File: config.mk
export PLATFORM = sky130hd
export DESIGN_NAME = pong_game_logic
export DESIGN_NICKNAME = d
export VERILOG_FILES = /design/src/rtl/pong_game_logic.sv
export SDC_FILE = /design/constraint.sdc
export NUM_CORES = 1
export LEC_CHECK = 0
export BUFFER_PORTS_ARGS = -buffer_cell sky130_fd_sc_hd__buf_2
export CAP_MARGIN = 10
export CELL_PAD_IN_SITES_DETAIL_PLACEMENT = 0
export CELL_PAD_IN_SITES_GLOBAL_PLACEMENT = 1
export CORE_ASPECT_RATIO = 0.8
export CORE_MARGIN = 5
export CORE_UTILIZATION = 46
export DETAILED_ROUTE_END_ITERATION = 6
export GPL_ROUTABILITY_DRIVEN = 0
export PLACE_DENSITY = 0.78
export SLEW_MARGIN = 0
export SYNTH_ARGS = -nofsm -noshare
export SYNTH_HDL_FRONTEND = slang
export SYNTH_SLANG_ARGS = --single-unit
export TNS_END_PERCENT = 100
File: constraint.sdc
create_clock -name i_clk_vga -period 6.54 [get_ports i_clk_vga]
set_input_delay 0.327 -clock i_clk_vga [delete_from_list [all_inputs] [get_ports i_clk_vga]]
set_output_delay 0.327 -clock i_clk_vga [all_outputs]
set_load 0.03 [all_outputs]
File: src/rtl/pong_game_logic.sv
// Pong game-state engine: pad/ball physics, scoring and serve/play/over
// sequencing, advanced once per frame on the falling edge of vertical sync.
module pong_game_logic #(
  parameter int SCREEN_WIDTH  = 640,
  parameter int SCREEN_HEIGHT = 480,
  parameter int PAD_DISTANCE  = 20,
  parameter int PAD_WIDTH     = 10,
  parameter int PAD_HEIGHT    = 80,
  parameter int BALL_SIZE     = 8,
  parameter int PAD_SPEED     = 4,
  parameter int BALL_SPEED    = 3,
  parameter int SERVE_FRAMES  = 60,
  parameter int WIN_SCORE     = 9
) (
  input  logic       i_clk_vga,
  input  logic       i_rst,
  input  logic       i_vga_vs,
  input  logic       i_btn_l_up,
  input  logic       i_btn_l_dn,
  input  logic       i_btn_r_up,
  input  logic       i_btn_r_dn,
  output logic [8:0] o_pad_left,
  output logic [8:0] o_pad_right,
  output logic [9:0] o_ball_x,
  output logic [8:0] o_ball_y,
  output logic [3:0] o_score_left,
  output logic [3:0] o_score_right,
  output logic       o_point_pulse,
  output logic       o_game_over
);

  localparam int CW = (SERVE_FRAMES > 1) ? $clog2(SERVE_FRAMES) : 1;
  localparam logic [CW-1:0] C_CNT_LAST = CW'(SERVE_FRAMES - 1);
  localparam logic [3:0]    C_WIN      = 4'(WIN_SCORE);
  localparam logic [9:0]    C_CX       = 10'(SCREEN_WIDTH / 2);
  localparam logic [8:0]    C_CY       = 9'(SCREEN_HEIGHT / 2);
  localparam logic signed [10:0] C_HB    = 11'(BALL_SIZE / 2);
  localparam logic signed [10:0] C_BS    = 11'(BALL_SPEED);
  localparam logic signed [10:0] C_PS    = 11'(PAD_SPEED);
  localparam logic signed [10:0] C_PMIN  = 11'(PAD_HEIGHT / 2);
  localparam logic signed [10:0] C_PMAX  = 11'(SCREEN_HEIGHT - PAD_HEIGHT / 2);
  localparam logic signed [10:0] C_YMAX  = 11'(SCREEN_HEIGHT - BALL_SIZE / 2);
  localparam logic signed [10:0] C_XMAX  = 11'(SCREEN_WIDTH - BALL_SIZE / 2);
  localparam logic signed [10:0] C_LOUT  = 11'(PAD_DISTANCE);
  localparam logic signed [10:0] C_LFACE = 11'(PAD_DISTANCE + PAD_WIDTH);
  localparam logic signed [10:0] C_RFACE = 11'(SCREEN_WIDTH - PAD_DISTANCE - PAD_WIDTH);
  localparam logic signed [10:0] C_ROUT  = 11'(SCREEN_WIDTH - PAD_DISTANCE);
  localparam logic signed [10:0] C_REACH = 11'((PAD_HEIGHT + BALL_SIZE) / 2);

  typedef enum logic [1:0] {S_SERVE, S_PLAY, S_OVER} state_t;

  state_t        r_state;
  logic [CW-1:0] r_cnt;
  logic [3:0]    r_btn_m, r_btn_s;
  logic          r_vs_d1, r_vs_d2;
  logic [8:0]    r_pad_l, r_pad_r, r_ball_y;
  logic [9:0]    r_ball_x;
  logic          r_dx, r_dy;
  logic [3:0]    r_score_l, r_score_r;
  logic          r_point, r_over;

  logic                w_tick;
  logic signed [10:0]  w_x, w_y, w_nx, w_ny, w_nx_f, w_dl, w_dr;
  logic                w_dy_n, w_hit_l, w_hit_r, w_miss_l, w_miss_r;
  logic [8:0]          w_pad_l_n, w_pad_r_n;

  function automatic logic [8:0] f_pad(input logic [8:0] y, input logic up, input logic dn);
    logic signed [10:0] v;
    v = signed'({2'b00, y});
    if (up && !dn) begin
      v = v - C_PS;
      if (v < C_PMIN) v = C_PMIN;
    end else if (dn && !up) begin
      v = v + C_PS;
      if (v > C_PMAX) v = C_PMAX;
    end
    return v[8:0];
  endfunction

  always_ff @(posedge i_clk_vga or posedge i_rst) begin
    if (i_rst) begin
      r_btn_m <= '0;
      r_btn_s <= '0;
      r_vs_d1 <= 1'b0;
      r_vs_d2 <= 1'b0;
    end else begin
      r_btn_m <= {i_btn_l_up, i_btn_l_dn, i_btn_r_up, i_btn_r_dn};
      r_btn_s <= r_btn_m;
      r_vs_d1 <= i_vga_vs;
      r_vs_d2 <= r_vs_d1;
    end
  end

  assign w_tick    = r_vs_d2 & ~r_vs_d1;
  assign w_pad_l_n = f_pad(r_pad_l, r_btn_s[3], r_btn_s[2]);
  assign w_pad_r_n = f_pad(r_pad_r, r_btn_s[1], r_btn_s[0]);

  // Collisions are judged against the pads as they were before this tick.
  always_comb begin
    w_x    = signed'({1'b0, r_ball_x});
    w_y    = signed'({2'b00, r_ball_y});
    w_nx   = r_dx ? w_x + C_BS : w_x - C_BS;
    w_ny   = r_dy ? w_y + C_BS : w_y - C_BS;
    w_dy_n = r_dy;
    if (w_ny <= C_HB) begin
      w_ny   = C_HB;
      w_dy_n = 1'b1;
    end else if (w_ny >= C_YMAX) begin
      w_ny   = C_YMAX;
      w_dy_n = 1'b0;
    end
    w_dl = w_ny - signed'({2'b00, r_pad_l});
    w_dr = w_ny - signed'({2'b00, r_pad_r});
    w_hit_l = !r_dx && (w_nx - C_HB <= C_LFACE) && (w_x - C_HB > C_LOUT)
              && (w_dl < C_REACH) && (w_dl > -C_REACH);
    w_hit_r = r_dx && (w_nx + C_HB >= C_RFACE) && (w_x + C_HB < C_ROUT)
              && (w_dr < C_REACH) && (w_dr > -C_REACH);
    w_nx_f   = w_hit_l ? C_LFACE + C_HB : (w_hit_r ? C_RFACE - C_HB : w_nx);
    w_miss_l = (w_nx_f <= C_HB);
    w_miss_r = (w_nx_f >= C_XMAX);
  end

  always_ff @(posedge i_clk_vga or posedge i_rst) begin
    if (i_rst) begin
      r_state   <= S_SERVE;
      r_cnt     <= '0;
      r_pad_l   <= C_CY;
      r_pad_r   <= C_CY;
      r_ball_x  <= C_CX;
      r_ball_y  <= C_CY;
      r_dx      <= 1'b1;
      r_dy      <= 1'b1;
      r_score_l <= '0;
      r_score_r <= '0;
      r_point   <= 1'b0;
      r_over    <= 1'b0;
    end else begin
      r_point <= 1'b0;
      if (w_tick) begin
        case (r_state)
          S_SERVE: begin
            r_pad_l  <= w_pad_l_n;
            r_pad_r  <= w_pad_r_n;
            r_ball_x <= C_CX;
            r_ball_y <= C_CY;
            if (r_cnt == C_CNT_LAST) begin
              r_cnt   <= '0;
              r_state <= S_PLAY;
            end else begin
              r_cnt <= r_cnt + CW'(1);
            end
          end
          S_PLAY: begin
            r_pad_l <= w_pad_l_n;
            r_pad_r <= w_pad_r_n;
            r_dy    <= w_dy_n;
            if (w_miss_l || w_miss_r) begin
              r_point  <= 1'b1;
              r_ball_x <= C_CX;
              r_ball_y <= C_CY;
              // Serve heads toward the player who just conceded.
              r_dx     <= w_miss_r;
              if (w_miss_l) begin
                r_score_r <= r_score_r + 4'd1;
                r_over    <= (r_score_r + 4'd1 == C_WIN);
                r_state   <= (r_score_r + 4'd1 == C_WIN) ? S_OVER : S_SERVE;
              end else begin
                r_score_l <= r_score_l + 4'd1;
                r_over    <= (r_score_l + 4'd1 == C_WIN);
                r_state   <= (r_score_l + 4'd1 == C_WIN) ? S_OVER : S_SERVE;
              end
            end else begin
              r_ball_x <= w_nx_f[9:0];
              r_ball_y <= w_ny[8:0];
              if (w_hit_l) r_dx <= 1'b1;
              else if (w_hit_r) r_dx <= 1'b0;
            end
          end
          S_OVER: begin
            if (|r_btn_s) begin
              r_score_l <= '0;
              r_score_r <= '0;
              r_cnt     <= '0;
              r_over    <= 1'b0;
              r_state   <= S_SERVE;
            end
          end
          default: r_state <= S_SERVE;
        endcase
      end
    end
  end

  assign o_pad_left    = r_pad_l;
  assign o_pad_right   = r_pad_r;
  assign o_ball_x      = r_ball_x;
  assign o_ball_y      = r_ball_y;
  assign o_score_left  = r_score_l;
  assign o_score_right = r_score_r;
  assign o_point_pulse = r_point;
  assign o_game_over   = r_over;

endmodule
==> flow_metrics.tcl <==
set metrics [dict create \
    crit_slowest_cell "dfstp_2" \
    synth_common_cells "nor2_1, nand2_1, a21oi_1, dfrtp_1, inv_1" \
    dp_hpwl_mm 12.7 \
    async_reset_ff_frac 1.00 \
    dpl_cell_area_sq_um 6570 \
    critPathMaxStageDelay_ns 0.70 \
    multiInputGateArea_sq_um 4310 \
    antenna_found_initial 0 \
    vdd_ir_drop_max_uv 171 \
    fin_area_sq_um 6900 \
    ys_warn_count 0 \
    min_path_type "in2reg" \
    layout.nets 839 \
    cts_setup_buffers 0 \
    wl_mm 17.0 \
    seq_area_sq_um 1600 \
    outcome "finished, final reports clean" \
    ys_ff_latch 63 \
    clock_sinks 63 \
    synth_top_area_frac 0.187 \
    fmax_mhz 167 \
    clock_latency_ns 0.34 \
    synth_area_leaders "dfrtp_1, ha_1, dfstp_2, a21oi_1, o21ai_0" \
    post-route-period-util 0.916 \
    crit_buf_inv 0 \
    cts_tree "built" \
    drive_gt1_frac 0.145 \
    power.density_nw_per_um2 308 \
    tightest_slew_ns 0.824 \
    die_y_um 114 \
    crit_arrival_ns 6.27 \
    required_ns 6.82 \
    end_kind "register" \
    ys.flop_type "dfrtp_1" \
    start_util 0.467 \
    cap_violations 0 \
    numCtsBuffers 9 \
    cts.clk_slew.worst_paths_ns 0.06 \
    ys_types 95 \
    setup_viol 0 \
    grt_max_degree 64 \
    synthCells 758 \
    cp_cell_sequence "nand3_1 > nor4b_1 > nor2_1 > xor2_1 > o31ai_1 > nand2b_1 > a21oi_1 > ha_1 > o211ai_1 > a21boi_0 > o21a_1 > or4_1 > a221o_1 > o311a_1 > nor2_4 > or2_1 > o221a_2" \
    finClkSkew_ns 0.00835 \
    p_leak_nw 2.89 \
    drc 0 \
    grt_overflow 0 \
    fp.dieW_um 141 \
    netlist_area_sq_um 6280 \
    clock_path_buffers 2 \
    firstDrtPassIters 5 \
    ioPinCount 54 \
    wl_per_cell_um 17.5 \
    dr.first_iter.drc_count 401 \
    postCtsResizedCells 0 \
    synth.avg_cell_area_sq_um 8.28 \
    drtAntennaViolNets 0 \
    routed_via_density 6.19 \
    num-fill-cells 1264 \
    grt_use_total 0.213 \
    vias 6015 \
    dieArea_sq_um 16100 \
    cpLargestDelayFamily "compound AO/OA/AOI/OAI gates" \
    period_needed_ns 5.99 \
    yosys.cell_count.top_type "nor2_1" \
    grt_pass1_vias 5492 \
    grt_pass1_wl_mm 28.4 \
    slew_viol_final 0 \
    hold_violations 0 \
    cts-htree-levels 3 \
    portBuffers 49 \
    rsz0062_at_grt "no" \
    core_sq_um 13500 \
    fin_setup_tns_ns 0 \
    cts_root_buf "clkbuf_16" \
    seq_area_frac_synth 0.254 \
    num_antenna_cells 0 \
    hold_buffers 0 \
    cp_max_fo 18 \
    start_kind "register" \
    area_growth_pct 9.84 \
    synth_enable_flop_cells 0 \
    synth_top_area_cell "dfrtp_1" \
    maxSlewHeadroom 0.451 \
    fp-row-count 38 \
    critical_path_class "reg2reg" \
]
## final timing paths
check                            from          endpoint  slack [ns]  cells after the start
max                              r_dy  o_score_right[0]        0.55                     17
min                          i_vga_vs           r_vs_d1         0.1                      1
max reg2reg                      r_dy  o_score_right[0]        0.55                     17
min reg2reg                r_btn_m[2]        r_btn_s[2]        0.35                      0
max in group asynchronous       i_rst     o_pad_left[3]        5.76                      3
min in group asynchronous       i_rst     o_pad_left[8]        0.20                      3
## worst reg2reg max path, delay by kind of cell (launching register included)
kind            cells  cell delay, ns
compound gates      8            2.44
xor+xnor            1            0.19
fa+ha+maj           1            0.37
flops               1            0.70
simple gates        7            2.23
## area by class of cell
class	instances	share of cell area
inverter	48	0.0261
sequential	63	0.231
clock buffer	11	0.0352
tap	180	0.0327
timing repair buffer	51	0.0377
clock inverter	5	0.0118
multi-input combinational	613	0.625
## through the flow
stage	std cells	total power [W]	util	hold WS (ns)	setup WS, ns
finish	971	0.00212	0.513	0.0971	0.551
global route	971	0.00227	0.513	0.0793	0.133
CTS	971	0.00212	0.513	0.0874	0.655
detailed placement	955	0.00159	0.488	0.336	0.695
global placement	955	0.00157	0.488	0.333	0.945
floorplan	761	0.00137	-	0.331	1.47
## routing by layer
| layer | share of wire | routed length [um] | GRT usage | vias up |
|---|---|---|---|---|
| met4 | 0.011 | 186 | 0.0478 | 0 |
| met2 | 0.42 | 7070 | 0.303 | 194 |
| met5 | 0 | 0 | 0 | - |
| li1 | - | - | - | 2929 |
| met1 | 0.50 | 8520 | 0.331 | 2877 |
| met3 | 0.073 | 1230 | 0.0397 | 15 |
## state kept, by name, summed over array words and instances, names as in the netlist, 2 cells and up
| register | cells |
|---|---|
| o_score_left | 4 |
| o_score_right | 4 |
| o_ball_y | 9 |
| o_ball_x | 10 |
| r_btn_m | 4 |
| o_pad_left | 7 |
| r_btn_s | 4 |
| o_pad_right | 7 |
| r_cnt | 6 |
| r_state | 2 |
## layout by cell type, fill, tap and decap left out, types with 8 or more instances in the layout
master     Yosys  layout
dfstp_2       16      16
a21o_1         9       9
nor2b_1       12      12
nand3_1       24      24
nor4b_1        8       8
nor3_1        19      19
a21oi_1       50      50
and3_1        11      11
mux2i_1       11      11
nor4_1        12      12
a31oi_1        9       9
or3_1          9       9
inv_1         47      46
dfrtp_1       47      47
ha_1          45      45
o211ai_1      12      12
o21ai_0       43      43
nand2b_1      10      10
nand4_1        9       9
xnor2_1       19      19
or4_1          8       8
clkbuf_16      0       9
buf_2          6      49
xor2_1        12      12
nand2_1       56      56
nor2_1        57      57
o31ai_1       12      12
## power by group
group / leakage (nW) / switching (W) / internal [W]
clock: 0.156 / 0.000177 / 0.000344
combinational: 1.95 / 0.000625 / 0.000410
sequential: 0.784 / 0.000106 / 0.000462
total: 2.89 / 0.000908 / 0.00122
## cell families (layout without fill, tap and decap cells)
kind of cell               Yosys count  after routing  share of synthesized area
xor gates and xnor gates            32             32                     0.0458
and+or+nand+nor                    270            270                      0.233
AOI/OAI and AO/OA                  248            248                      0.291
other                                1              4                   0.000597
DFF                                 63             63                      0.254
buffers and inverters               85            115                     0.0610
muxes                               13             13                     0.0211
adders and majority gates           46             46                     0.0929
No activity file was read; power rests on OpenSTA's default activity.
